===== src/rtl/divmod.sv =====
// ---------------------------------------------------------------------------
// divmod -- iterative restoring divider producing quotient and remainder.
//
// One quotient bit is resolved per clock. A request is accepted in IDLE or
// DONE, the division runs in CALC, the sign of the results is fixed up in FIX,
// and the results are presented in DONE until the next accepted request.
// A zero divisor skips the iteration and reports div_by_zero.
//
// Configuration macro:
//   DIVMOD_SIGNED_EN  when defined, signed_op selects two's-complement
//                     division; when undefined, signed_op is ignored and all
//                     operands are unsigned (FIX remains a one-cycle pass).
//
// Parameters:
//   WIDTH        operand / result width in bits (4..64)
//
// Ports:
//   clk          rising-edge clock
//   reset        synchronous active-high reset
//   run          start request, accepted only in IDLE or DONE
//   signed_op    signed division select, sampled with run
//   A            dividend, sampled with run
//   B            divisor, sampled with run
//   quotient     A / B truncated toward zero (0 outside DONE)
//   remainder    A - quotient * B (0 outside DONE)
//   ready        high in DONE
//   busy         high in CALC and FIX
//   div_by_zero  high in DONE when the captured divisor was zero
// ---------------------------------------------------------------------------
module divmod #(
    parameter int WIDTH = 32
) (
    input  logic             clk,
    input  logic             reset,
    input  logic             run,
    input  logic             signed_op,
    input  logic [WIDTH-1:0] A,
    input  logic [WIDTH-1:0] B,
    output logic [WIDTH-1:0] quotient,
    output logic [WIDTH-1:0] remainder,
    output logic             ready,
    output logic             busy,
    output logic             div_by_zero
);

    localparam int CNT_W = $clog2(WIDTH + 1);

    typedef enum logic [1:0] {
        IDLE,
        CALC,
        FIX,
        DONE
    } state_t;

    state_t           state;
    state_t           state_nxt;
    logic [CNT_W-1:0] cnt;
    // quo_r starts as the dividend magnitude and has quotient bits shifted in
    // from the bottom as dividend bits leave from the top.
    logic [WIDTH-1:0] quo_r;
    logic [WIDTH-1:0] rem_r;
    logic [WIDTH-1:0] div_r;
    logic             neg_q;
    logic             neg_r;
    logic             bz;
    logic             sgn;

`ifdef DIVMOD_SIGNED_EN
    assign sgn = signed_op;
`else
    logic unused_signed_op;
    assign unused_signed_op = signed_op;
    assign sgn              = 1'b0;
`endif

    function automatic logic [WIDTH-1:0] negate(input logic [WIDTH-1:0] x);
        return ~x + WIDTH'(1);
    endfunction

    function automatic logic [WIDTH-1:0] magnitude(input logic [WIDTH-1:0] x,
                                                   input logic             en);
        return (en && x[WIDTH-1]) ? negate(x) : x;
    endfunction

    // Trial subtraction: the partial remainder gains one dividend bit, so it
    // is WIDTH+1 bits wide before comparison. When the subtraction succeeds
    // the true difference is below the divisor, so the low WIDTH bits of the
    // wrapped difference are exact.
    logic [WIDTH:0]   shifted;
    logic             fits;
    logic [WIDTH-1:0] rem_sub;

    assign shifted = {rem_r, quo_r[WIDTH-1]};
    assign fits    = (shifted >= {1'b0, div_r});
    assign rem_sub = shifted[WIDTH-1:0] - div_r;

    always_ff @(posedge clk) begin
        if (reset) begin
            state <= IDLE;
        end else begin
            state <= state_nxt;
        end
    end

    always_comb begin
        state_nxt = state;
        case (state)
            IDLE: begin
                if (run) state_nxt = CALC;
            end
            CALC: begin
                // The counter-exhausted cycle hands over to FIX, so a nonzero
                // division spends WIDTH+1 cycles here.
                if (bz)            state_nxt = DONE;
                else if (cnt == '0) state_nxt = FIX;
            end
            FIX: begin
                state_nxt = DONE;
            end
            DONE: begin
                if (run) state_nxt = CALC;
            end
            default: state_nxt = IDLE;
        endcase
    end

    always_ff @(posedge clk) begin
        if (reset) begin
            cnt   <= '0;
            quo_r <= '0;
            rem_r <= '0;
            div_r <= '0;
            neg_q <= 1'b0;
            neg_r <= 1'b0;
            bz    <= 1'b0;
        end else begin
            case (state)
                IDLE, DONE: begin
                    if (run) begin
                        // A zero divisor keeps the raw dividend so it can be
                        // returned unchanged as the remainder.
                        quo_r <= (B == '0) ? A : magnitude(A, sgn);
                        div_r <= magnitude(B, sgn);
                        rem_r <= '0;
                        cnt   <= CNT_W'(WIDTH);
                        bz    <= (B == '0);
                        neg_q <= sgn & (A[WIDTH-1] ^ B[WIDTH-1]);
                        neg_r <= sgn & A[WIDTH-1];
                    end
                end
                CALC: begin
                    if (bz) begin
                        quo_r <= '1;
                        rem_r <= quo_r;
                    end else if (cnt != '0) begin
                        quo_r <= {quo_r[WIDTH-2:0], fits};
                        rem_r <= fits ? rem_sub : shifted[WIDTH-1:0];
                        cnt   <= cnt - CNT_W'(1);
                    end
                end
                FIX: begin
                    if (neg_q) quo_r <= negate(quo_r);
                    if (neg_r) rem_r <= negate(rem_r);
                end
                default: ;
            endcase
        end
    end

    assign ready       = (state == DONE);
    assign busy        = (state == CALC) || (state == FIX);
    assign quotient    = ready ? quo_r : '0;
    assign remainder   = ready ? rem_r : '0;
    assign div_by_zero = ready & bz;

endmodule


===== config.mk =====
export PLATFORM = sky130hd
export DESIGN_NAME = divmod
export DESIGN_NICKNAME = d
export VERILOG_FILES = /design/src/rtl/divmod.sv
export SDC_FILE = /design/constraint.sdc
export NUM_CORES = 1
export LEC_CHECK = 0
export CAP_MARGIN = 20
export CELL_PAD_IN_SITES_DETAIL_PLACEMENT = 1
export CELL_PAD_IN_SITES_GLOBAL_PLACEMENT = 2
export CORE_MARGIN = 3
export CORE_UTILIZATION = 32
export DETAILED_ROUTE_END_ITERATION = 16
export PLACE_DENSITY_LB_ADDON = 0.1
export RECOVER_POWER = 100
export SYNTH_ARGS = -nofsm -noshare
export SYNTH_HDL_FRONTEND = slang
export SYNTH_SLANG_ARGS = --single-unit
export TNS_END_PERCENT = 50

===== constraint.sdc =====
create_clock -name clk -period 6.61 [get_ports clk]
set_input_delay 1.6525 -clock clk [delete_from_list [all_inputs] [get_ports clk]]
set_output_delay 1.6525 -clock clk [all_outputs]
set_load 0.01 [all_outputs]

==> summary.md <==
| Metric | Value |
|---|---|
| Netlist Area Pre-Place | `7100 µm²` |
| Hold path cells | `2` |
| Total setup buffers inserted after CTS | `0` |
| First-pass DRT Iterations | `4` |
| Core area | `about 21000 µm²` |
| Synth Warn # | `0` |
| Clk Latency, worst-skew pair | `370 ps` |
| Reg-to-reg slack, setup | `2320 ps` |
| Cells after DPL | `1310` |
| Tcrit/Tclk final | `~77%` |
| Crit end category | `register` |
| # H-tree levels | `3` |
| Failing checks | `capacitance limit, slew limit` |
| Via density | `roughly 5.4` |
| HPWL after DPL | `19000 µm` |
| First-pass GRT wire length | `40400 µm` |
| Filler cells | `2631` |
| Design Power | `4.69 mW` |
| Die width | `155 µm` |
| Cts repair resizes | `0` |
| WP data arrival | `about 5400 ps` |
| Initial DRC Count | `313` |
| Vias | `7139` |
| IO buf count | `133` |
| Worst-path clk slew | `80 ps` |
| Ranking of synthesized cells by area | `dfxtp_1 30%, nand2_1 8.3%, a21oi_1 7.3%, ha_1 6.7%, and2_1 6.0%` |
| Cells after Synth | `954` |
| Dpl cell area | `around 8600 µm²` |
| Register area share after synthesis | `29.6%` |
| FF-to-FF Start | `bz` |
| WP data required | `between 6000 and 7000 ps` |
| Synth Area per Inst | `~7.4 µm²` |
| Post-DRT Antenna Nets | `0` |
| Setup Viol. Count Final | `0` |
| Worst-path fanout max | `38` |
| Reg2reg path depth | `7` |
| Max Root-Sink Buffers | `2` |
| CTS Hold Buffers Added | `0` |
| Post-synth net total | `about 1100` |
| Critical path class | `in -> reg` |
| Async SR Flop Fraction | `0%` |
| Worst Max-Slew Pin Slew | `between 2000 and 2500 ps` |
| CTS tree | `yes` |
| Antenna violations before repair | `0` |
| Hold WC Path Type | `reg -> reg` |
| Starting Density | `33.2%` |
| RSZ-0062 raised after global routing | `no` |
| Fin util | `41.5%` |
| CTS Buf Count | `9` |
| Fin cells | `around 1300` |
| Pins Over Slew Limit | `150` |
| Nets@finish | `1154` |
| GR Util All Layers | `20.9%` |
| FMAX | `197 MHz` |
| Largest net degree at the start of global routing | `67` |
| Top Ports | `135` |
| Yosys top cell area share | `between 20% and 30%` |
| Layout area overhead | `25.1%` |
| Grt ovf | `0` |
| Max cap viols | `4` |
| DRT Wirelength | `25600 µm` |
| Post-synthesis register bit count | `about 110` |
| Leak | `3.52 nW` |
| CP startpoint kind | `primary input` |
| Top cells by count, synth | `157 x nand2_1, 105 x dfxtp_1, 103 x a21oi_1, 68 x and2_1` |
| DRC Markers | `0` |
| Top_reg_cell synth | `dfxtp_1` |
| Peak VDD IR | `0.344 mV` |
| Reg2reg end | `rem_r[10]` |
| Pwr/cell area | `approximately 530 nW/µm²` |
| Most frequent cell after synthesis | `nand2_1` |
| Largest area contributor in the netlist | `dfxtp_1` |
| Vias in the first global route | `7218` |
| Post-route design area | `8880 µm²` |
| Fin Clk Skew | `9.73 ps` |
| # rows | `53` |
| Final Hold Fails | `0` |
| Min-delay src | `div_r[17]` |
| Min cycle time layout | `5080 ps` |
| Chip height | `155 µm` |
| TNS Setup | `0 ps` |
| Status | `complete, but fails checks` |
| Share of layout cells above drive strength 1 | `approximately 4%` |
| GPL Wtd Cong | `roughly 0.84` |
| Hold endpoint | `div_r[17]` |
| Die Footprint | `between 20000 and 25000 µm²` |
| Clock Tree Root | `clkbuf_16` |
| ANT cells | `0` |
| Post-synth EDFFs | `0` |
| Worst slew margin | `-40.9%` |
| Drt wl/cell | `19.3 µm` |
| Clock Sinks | `105` |
| Synth unique cells | `74` |
registers in the layout, summed over array words and instances (netlist names):
signal	cells
bz	1
cnt	6
div_r	32
quo_r	32
rem_r	32
state	2
layer usage:
layer	vias to the layer above	share of wire, %	GRT usage (%)
met2	106	50	36.1
met4	0	0.93	4.42
met5	-	0	0
li1	3564	-	-
met3	12	2.5	2.89
met1	3457	47	27.8
placed cells by master, fill, tap and decap left out, types with 17 or more instances in the layout:
master           count
a21oi_1            103
nor3_1              17
a21o_1              17
and2_1              53
inv_1               45
o211ai_1            33
or3_1               37
ha_1                38
xnor2_1             19
nor2_1              40
dfxtp_1            104
o21ai_0             45
nand2_1            157
clkdlybuf4s50_1     81
dlygate4sd3_1       51
how the worst max path moves through the flow:
stage	from	endpoint	slack (ps)
after global placement	run	rem_r[10]	2290
final	run	rem_r[10]	1530
after CTS	state[0]	remainder[16]	2330
after detailed placement	run	rem_r[10]	2240
after global routing	run	rem_r[10]	1280
after floorplan	run	rem_r[9]	3630
kinds of logic (layout without fill, tap and decap cells):
group / Yosys count / in the layout / synth area share [%]
adders and majority gates: 39 / 39 / 6.97
AOI/OAI and AO/OA: 292 / 292 / 26.9
DFF: 105 / 105 / 29.6
muxes: 4 / 4 / 0.564
buffers and inverters: 109 / 207 / 6.38
and+or+nand+nor: 377 / 377 / 26.2
xor gates and xnor gates: 28 / 28 / 3.45
power by group:
group	switching, mW	internal, mW	total, mW
Combinational	1.84	1.24	3.08
Clock	0.286	0.265	0.551
Sequential	0.226	0.828	1.05
Total	2.36	2.33	4.69
layout make-up:
| class | count | area (µm²) | area share (%) |
|---|---|---|---|
| inverters | 47 | 176 | 1.99 |
| well taps | 275 | 344 | 3.87 |
| repair buffers | 144 | 1410 | 15.9 |
| multi-input cells | 740 | 4570 | 51.4 |
| flip-flops and latches | 105 | 2100 | 23.7 |
| clock buffers | 9 | 225 | 2.53 |
| clock inverters | 7 | 60.1 | 0.676 |
critical path, cell delays in order:
cell,delay [ps]
dlygate4sd3_1,600
nor2_1,130
a311o_1,330
clkbuf_1,680
nor3_1,1140
buf_4,400
o21ai_0,150
o31ai_1,250
metrics by stage:
stage / setup WS, ps / hold WS (ps)
detailed placement: 2240 / 447
floorplan: 3630 / 436
global route: 1280 / 481
CTS: 2330 / 458
finish: 1530 / 457
global placement: 2290 / 444
Note: power is estimated with default switching activity, not from simulation.
